==> src/rtl/ldpc_pkg.sv <==
// Shared widths, sync nibble and FSM state types for the LDPC front end.
package ldpc_pkg;

    localparam int unsigned CODE_W = 12;
    localparam int unsigned MSG_W  = 4;

    localparam logic [MSG_W-1:0] SYNC_NIB = 4'hA;

    typedef enum logic {
        A_HI,
        A_LO
    } asm_state_t;

    typedef enum logic {
        L_IDLE,
        L_BUSY
    } launch_state_t;

endpackage

==> src/rtl/ldpc_cnt_timer.sv <==
// Saturating timeout counter with clear/enable and a one-cycle expire flag.
//   clk, rst_n : clock, async active-low reset
//   clr        : zero the count (takes priority over en)
//   en         : count this cycle
//   limit      : timeout length in enabled cycles
//   expire_c   : combinational, high on the enabled cycle where count == limit-1
module ldpc_cnt_timer #(
    parameter int unsigned TMR_W = 16
) (
    input  logic             clk,
    input  logic             rst_n,
    input  logic             clr,
    input  logic             en,
    input  logic [TMR_W-1:0] limit,
    output logic             expire_c
);

    logic [TMR_W-1:0] count;

    // Count up while enabled, holding at limit instead of wrapping.
    always_ff @(posedge clk or negedge rst_n) begin
        if (!rst_n) begin
            count <= '0;
        end else if (clr) begin
            count <= '0;
        end else if (en && (count < limit)) begin
            count <= count + TMR_W'(1);
        end
    end

    assign expire_c = en && !clr && (count == (limit - TMR_W'(1)));

endmodule

==> src/rtl/ldpc_code_assembler.sv <==
// Assembles header/payload UART bytes into 12-bit codewords, buffers one
// codeword and launches it to the LDPC decoder when the decoder is idle.
//   rx_data/rx_done : received byte and its one-cycle strobe
//   dec_tx_en       : decoder finished pulse
//   code            : codeword held for the decoder, updated only at launch
//   num_done        : one-cycle decode start pulse
//   busy            : decode in flight
//   frame_err       : pulse on bad header or inter-byte timeout
//   overrun         : pulse when a finished frame is dropped (buffer full)
//   dec_timeout     : pulse when the decoder watchdog expires
module ldpc_code_assembler #(
    parameter logic [3:0]  SYNC_NIB     = ldpc_pkg::SYNC_NIB,
    parameter int unsigned BYTE_TIMEOUT = 5000,
    parameter int unsigned DEC_TIMEOUT  = 64,
    parameter int unsigned TMR_W        = 16
) (
    input  logic                        clk,
    input  logic                        rst_n,
    input  logic [7:0]                  rx_data,
    input  logic                        rx_done,
    input  logic                        dec_tx_en,
    output logic [ldpc_pkg::CODE_W-1:0] code,
    output logic                        num_done,
    output logic                        busy,
    output logic                        frame_err,
    output logic                        overrun,
    output logic                        dec_timeout
);

    import ldpc_pkg::*;

    localparam logic [TMR_W-1:0] BYTE_LIM = TMR_W'(BYTE_TIMEOUT);
    localparam logic [TMR_W-1:0] DEC_LIM  = TMR_W'(DEC_TIMEOUT);

    asm_state_t          a_state;
    launch_state_t       l_state;
    logic [MSG_W-1:0]    hi_nib;
    logic [CODE_W-1:0]   pend;
    logic                pend_valid;

    logic hdr_ok_c;
    logic launch_c;
    logic byte_clr_c;
    logic byte_en_c;
    logic byte_exp_c;
    logic wdog_en_c;
    logic wdog_exp_c;

    assign hdr_ok_c   = (rx_data[7:4] == SYNC_NIB);
    // Buffer is consumed on any edge where the launcher is idle with data waiting.
    assign launch_c   = (l_state == L_IDLE) && pend_valid;
    assign byte_clr_c = (a_state == A_HI) && rx_done && hdr_ok_c;
    assign byte_en_c  = (a_state == A_LO);
    assign wdog_en_c  = (l_state == L_BUSY);

    ldpc_cnt_timer #(.TMR_W(TMR_W)) u_byte_timer (
        .clk      (clk),
        .rst_n    (rst_n),
        .clr      (byte_clr_c),
        .en       (byte_en_c),
        .limit    (BYTE_LIM),
        .expire_c (byte_exp_c)
    );

    ldpc_cnt_timer #(.TMR_W(TMR_W)) u_dec_wdog (
        .clk      (clk),
        .rst_n    (rst_n),
        .clr      (launch_c),
        .en       (wdog_en_c),
        .limit    (DEC_LIM),
        .expire_c (wdog_exp_c)
    );

    // Assembly FSM: header nibble, then payload byte into the one-deep buffer.
    always_ff @(posedge clk or negedge rst_n) begin
        if (!rst_n) begin
            a_state    <= A_HI;
            hi_nib     <= '0;
            pend       <= '0;
            pend_valid <= 1'b0;
            frame_err  <= 1'b0;
            overrun    <= 1'b0;
        end else begin
            frame_err <= 1'b0;
            overrun   <= 1'b0;
            if (launch_c) begin
                pend_valid <= 1'b0;
            end
            case (a_state)
                A_HI: begin
                    if (rx_done) begin
                        if (hdr_ok_c) begin
                            hi_nib  <= rx_data[3:0];
                            a_state <= A_LO;
                        end else begin
                            frame_err <= 1'b1;
                        end
                    end
                end
                A_LO: begin
                    // A payload arriving on the timeout cycle still completes the frame.
                    if (rx_done) begin
                        a_state <= A_HI;
                        if (!pend_valid || launch_c) begin
                            pend       <= {hi_nib, rx_data};
                            pend_valid <= 1'b1;
                        end else begin
                            overrun <= 1'b1;
                        end
                    end else if (byte_exp_c) begin
                        frame_err <= 1'b1;
                        a_state   <= A_HI;
                    end
                end
                default: a_state <= A_HI;
            endcase
        end
    end

    // Launch FSM: present the buffered word, then wait for decoder or watchdog.
    always_ff @(posedge clk or negedge rst_n) begin
        if (!rst_n) begin
            l_state     <= L_IDLE;
            code        <= '0;
            num_done    <= 1'b0;
            busy        <= 1'b0;
            dec_timeout <= 1'b0;
        end else begin
            num_done    <= 1'b0;
            dec_timeout <= 1'b0;
            case (l_state)
                L_IDLE: begin
                    if (pend_valid) begin
                        code     <= pend;
                        num_done <= 1'b1;
                        busy     <= 1'b1;
                        l_state  <= L_BUSY;
                    end
                end
                L_BUSY: begin
                    if (dec_tx_en) begin
                        busy    <= 1'b0;
                        l_state <= L_IDLE;
                    end else if (wdog_exp_c) begin
                        dec_timeout <= 1'b1;
                        busy        <= 1'b0;
                        l_state     <= L_IDLE;
                    end
                end
                default: l_state <= L_IDLE;
            endcase
        end
    end

endmodule

==> config.mk <==
export PLATFORM = sky130hd
export DESIGN_NAME = ldpc_code_assembler
export DESIGN_NICKNAME = d
export VERILOG_FILES = /design/src/rtl/ldpc_pkg.sv /design/src/rtl/ldpc_cnt_timer.sv /design/src/rtl/ldpc_code_assembler.sv
export SDC_FILE = /design/constraint.sdc
export NUM_CORES = 1
export LEC_CHECK = 0
export CAP_MARGIN = 15
export CORE_MARGIN = 2
export CORE_UTILIZATION = 63
export CTS_BUF_LIST = sky130_fd_sc_hd__clkbuf_8
export CTS_CLUSTER_DIAMETER = 150
export CTS_CLUSTER_SIZE = 20
export DETAILED_ROUTE_END_ITERATION = 16
export GPL_TIMING_DRIVEN = 0
export PLACE_DENSITY = 0.87
export SLEW_MARGIN = 20
export SYNTH_ARGS = -nofsm -noshare
export SYNTH_HDL_FRONTEND = slang
export SYNTH_SLANG_ARGS = --single-unit
==> constraint.sdc <==
create_clock -name clk -period 4.9 [get_ports clk]
set_input_delay 1.225 -clock clk [delete_from_list [all_inputs] [get_ports clk]]
set_output_delay 1.225 -clock clk [all_outputs]
set_load 0.1 [all_outputs]
==> results.json <==
{
  "crit_path_max_fanout": 3,
  "drtIter0Drc": 130,
  "finClkSkew_ns": 0.0104,
  "finalCriticalPeriod_ns": 3.09,
  "dp_hpwl_um": 4010,
  "viasPerCell": 5.96,
  "die_area_sq_um": 5190,
  "crit_chain": "clkdlybuf4s50_1",
  "num_antenna_cells": 0,
  "r2r-start": "u_byte_timer.count[10]$_DFFE_PN0P_",
  "crit_family": "buffers and inverters",
  "hp-class": "register to register",
  "avgSynthCellArea_sq_um": 11.0,
  "initial_core_util_pct": 66.0,
  "slew_headroom_pct": 33.5,
  "cts.sinks": 68,
  "finalMaxSlewViolations": 0,
  "htree_levels": 3,
  "min_period_over_period_pct": 63.1,
  "r2r_cells": 5,
  "status": "finished, final reports clean",
  "via_count": 2151,
  "postCtsSetupBuffers": 0,
  "yosys.area.top_type": "dfrtp_1",
  "portBuffers": 28,
  "tightest_slew_ns": 0.994,
  "slowest_stage": "clkdlybuf4s50_1",
  "synth_seq_cells": 68,
  "syn-num-nets": 278,
  "track_usage_pct": 25.7,
  "die-width_um": 72.0,
  "die_h_um": 72.0,
  "synth_edf_count": 0,
  "layout.nets": 318,
  "worstPathRequired_ns": 3.67,
  "leakagePower_nw": 1.63,
  "most-common-layout-cells": "dfrtp_1 (68), nand2_1 (60), clkdlybuf4s50_1 (27)",
  "cts_tree": "yes",
  "synth_compound_area_share_pct": 7.25,
  "grt_overflow": 0,
  "wire_per_inst_um": 16.6,
  "wirelength_um": 6010,
  "syn_area_sq_um": 2920,
  "maxCapViolCount": 0,
  "critPathArrivalTime_ns": 1.87,
  "final-setup-viol-count": 0,
  "grt_pass1_vias": 2176,
  "synthSimpleGateAreaFrac_pct": 25.2,
  "yosysUniqueCellTypes": 39,
  "synth_xor_area_share_pct": 0,
  "synth_top_family_by_area": "simple AND/OR/NAND/NOR gates",
  "ys_warn_count": 0,
  "rows": 24,
  "crit_cells": 1,
  "synth_top_area_share_pct": 58.4,
  "worst_setup_path_start_kind": "register",
  "endpoint_kind": "output port",
  "path_buf_inv": 1,
  "crit_start": "busy$_DFFE_PN0P_",
  "worstReg2RegEnd": "u_byte_timer.count[1]$_DFFE_PN0P_",
  "synthCells": 264,
  "clkLatencyLatePin_ns": 0.34,
  "vdd_drop_max_uv": 225,
  "antenna_found_initial": 0,
  "p_per_area_nw_per_um2": 483,
  "ys_seq_area_share_pct": 58.4,
  "cts_made_buffers": 9,
  "hold_ws_ns": 0.464,
  "cts.path.max_buffers": 2,
  "final_common_cell": "dfrtp_1",
  "post_cts_resized": 0,
  "slowest_delay_ns": 1.14,
  "ff2ff_setup_slack_ns": 2.89,
  "fmax_mhz": 324,
  "drive_above_1_share_pct": 12.9,
  "synthAdderAreaFrac_pct": 0.858,
  "hold_violations": 0,
  "coreArea_sq_um": 4410,
  "endpoint": "busy",
  "cts_hold_buffers": 0,
  "dr.pass1.iters": 4,
  "cts_root_buf": "clkbuf_8",
  "synth_ff_type": "dfrtp_1",
  "io_pins": 29,
  "routabilityCongestion": 0.807,
  "grt_pass1_wl_um": 10100,
  "path_class": "register to output port",
  "muxShareOfSynthArea_pct": 6.05,
  "clk_pin_slew_worst_paths_ns": 0.08,
  "synthTopCellsByArea": "dfrtp_1 (58%), nand2_1 (7.7%), mux2_2 (3.9%)",
  "rsz0062_at_grt": "no",
  "drcViolationCount": 0,
  "area_delta_synth_final_pct": 19.7,
  "grt_max_degree": 57,
  "drtAntennaViolNets": 0,
  "postSynth.asyncResetShare_pct": 100,
  "timing.setup.tns_ns": 0
}
## report_power, final
part	switching (W)	internal (W)
sequential	0.0000892	0.000666
combinational	0.000324	0.000140
clock	0.000206	0.000259
total	0.000619	0.00107
## synthesized netlist by cell type (2+ instances only)
cell,number
mux2i_1,3
a21oi_1,10
nand2b_1,6
o21ai_1,8
o31ai_1,9
clkbuf_1,5
o211ai_1,2
buf_1,2
and2_1,14
nand2_1,60
nand3_2,3
nor2b_1,2
inv_1,5
nor4_1,2
nor2_1,5
mux2_1,3
nand3_1,11
or4_1,7
and3_1,2
ha_1,2
nor4_4,2
buf_6,2
or4_4,2
dfrtp_1,68
and4_1,2
nand4_1,4
mux2_2,10
nor3_1,2
## layout make-up
class / instances / area [sq um]
Tap cell: 52 / 65.1
Clock buffer: 11 / 151
Sequential cell: 68 / 1700
Multi-Input combinational cell: 182 / 1150
Timing Repair Buffer: 29 / 305
Inverter: 5 / 18.8
Buffer: 9 / 48.8
Clock inverter: 5 / 51.3
Fill cell: 261 / 926
## flip-flops by register name, summed over array words and instances (netlist names)
| register | flops |
|---|---|
| num_done | 1 |
| frame_err | 1 |
| l_state | 1 |
| busy | 1 |
| u_byte_timer.count | 16 |
| pend | 12 |
| overrun | 1 |
| dec_timeout | 1 |
| code | 12 |
| a_state | 1 |
| hi_nib | 4 |
| pend_valid | 1 |
| u_dec_wdog.count | 16 |
## kinds of logic after synthesis
| logic type | Yosys count |
|---|---|
| adder cells (fa/ha/maj) | 2 |
| AND/OR/NAND/NOR | 130 |
| AO/OA/AOI/OAI | 34 |
| flip-flops | 68 |
| multiplexers | 16 |
| buffers and inverters | 14 |
## metal layers
metal / vias up / routed length (um) / GRT usage (%)
li1: 1018 / - / -
met1: 1051 / 2650 / 34.7
met2: 66 / 2920 / 39.3
met3: 16 / 330 / 6.39
met4: 0 / 103 / 12.8
met5: - / 0 / 0
## per-stage QoR
stage | util [%] | total power [W] | std cells | worst slack, ns | area (sq um)
floorplan | - | 0.00109 | 264 | 2.68 | 2920
detailed placement | 74.4 | 0.00122 | 345 | 1.86 | 3290
CTS | 79.0 | 0.00169 | 361 | 1.80 | 3490
global placement | 73.9 | 0.00120 | 344 | 0.460 | 3260
global route | 79.0 | 0.00176 | 361 | 1.77 | 3490
finish | 79.0 | 0.00168 | 361 | 1.81 | 3490
## worst min path at each step
stage          slack, ns  cells after the start           startpoint                  end
6_report            0.46                      2  pend[2]$_DFFE_PN0P_  code[2]$_DFFE_PN0P_
2_1_floorplan       0.43                      2  pend[0]$_DFFE_PN0P_  code[0]$_DFFE_PN0P_
3_5_place_dp        0.45                      2  pend[2]$_DFFE_PN0P_  code[2]$_DFFE_PN0P_
4_1_cts             0.47                      2  pend[2]$_DFFE_PN0P_  code[2]$_DFFE_PN0P_
3_3_place_gp        0.44                      2  pend[5]$_DFFE_PN0P_  code[5]$_DFFE_PN0P_
5_1_grt             0.49                      2  pend[8]$_DFFE_PN0P_  code[8]$_DFFE_PN0P_
Power figures use the tool's default switching activity.
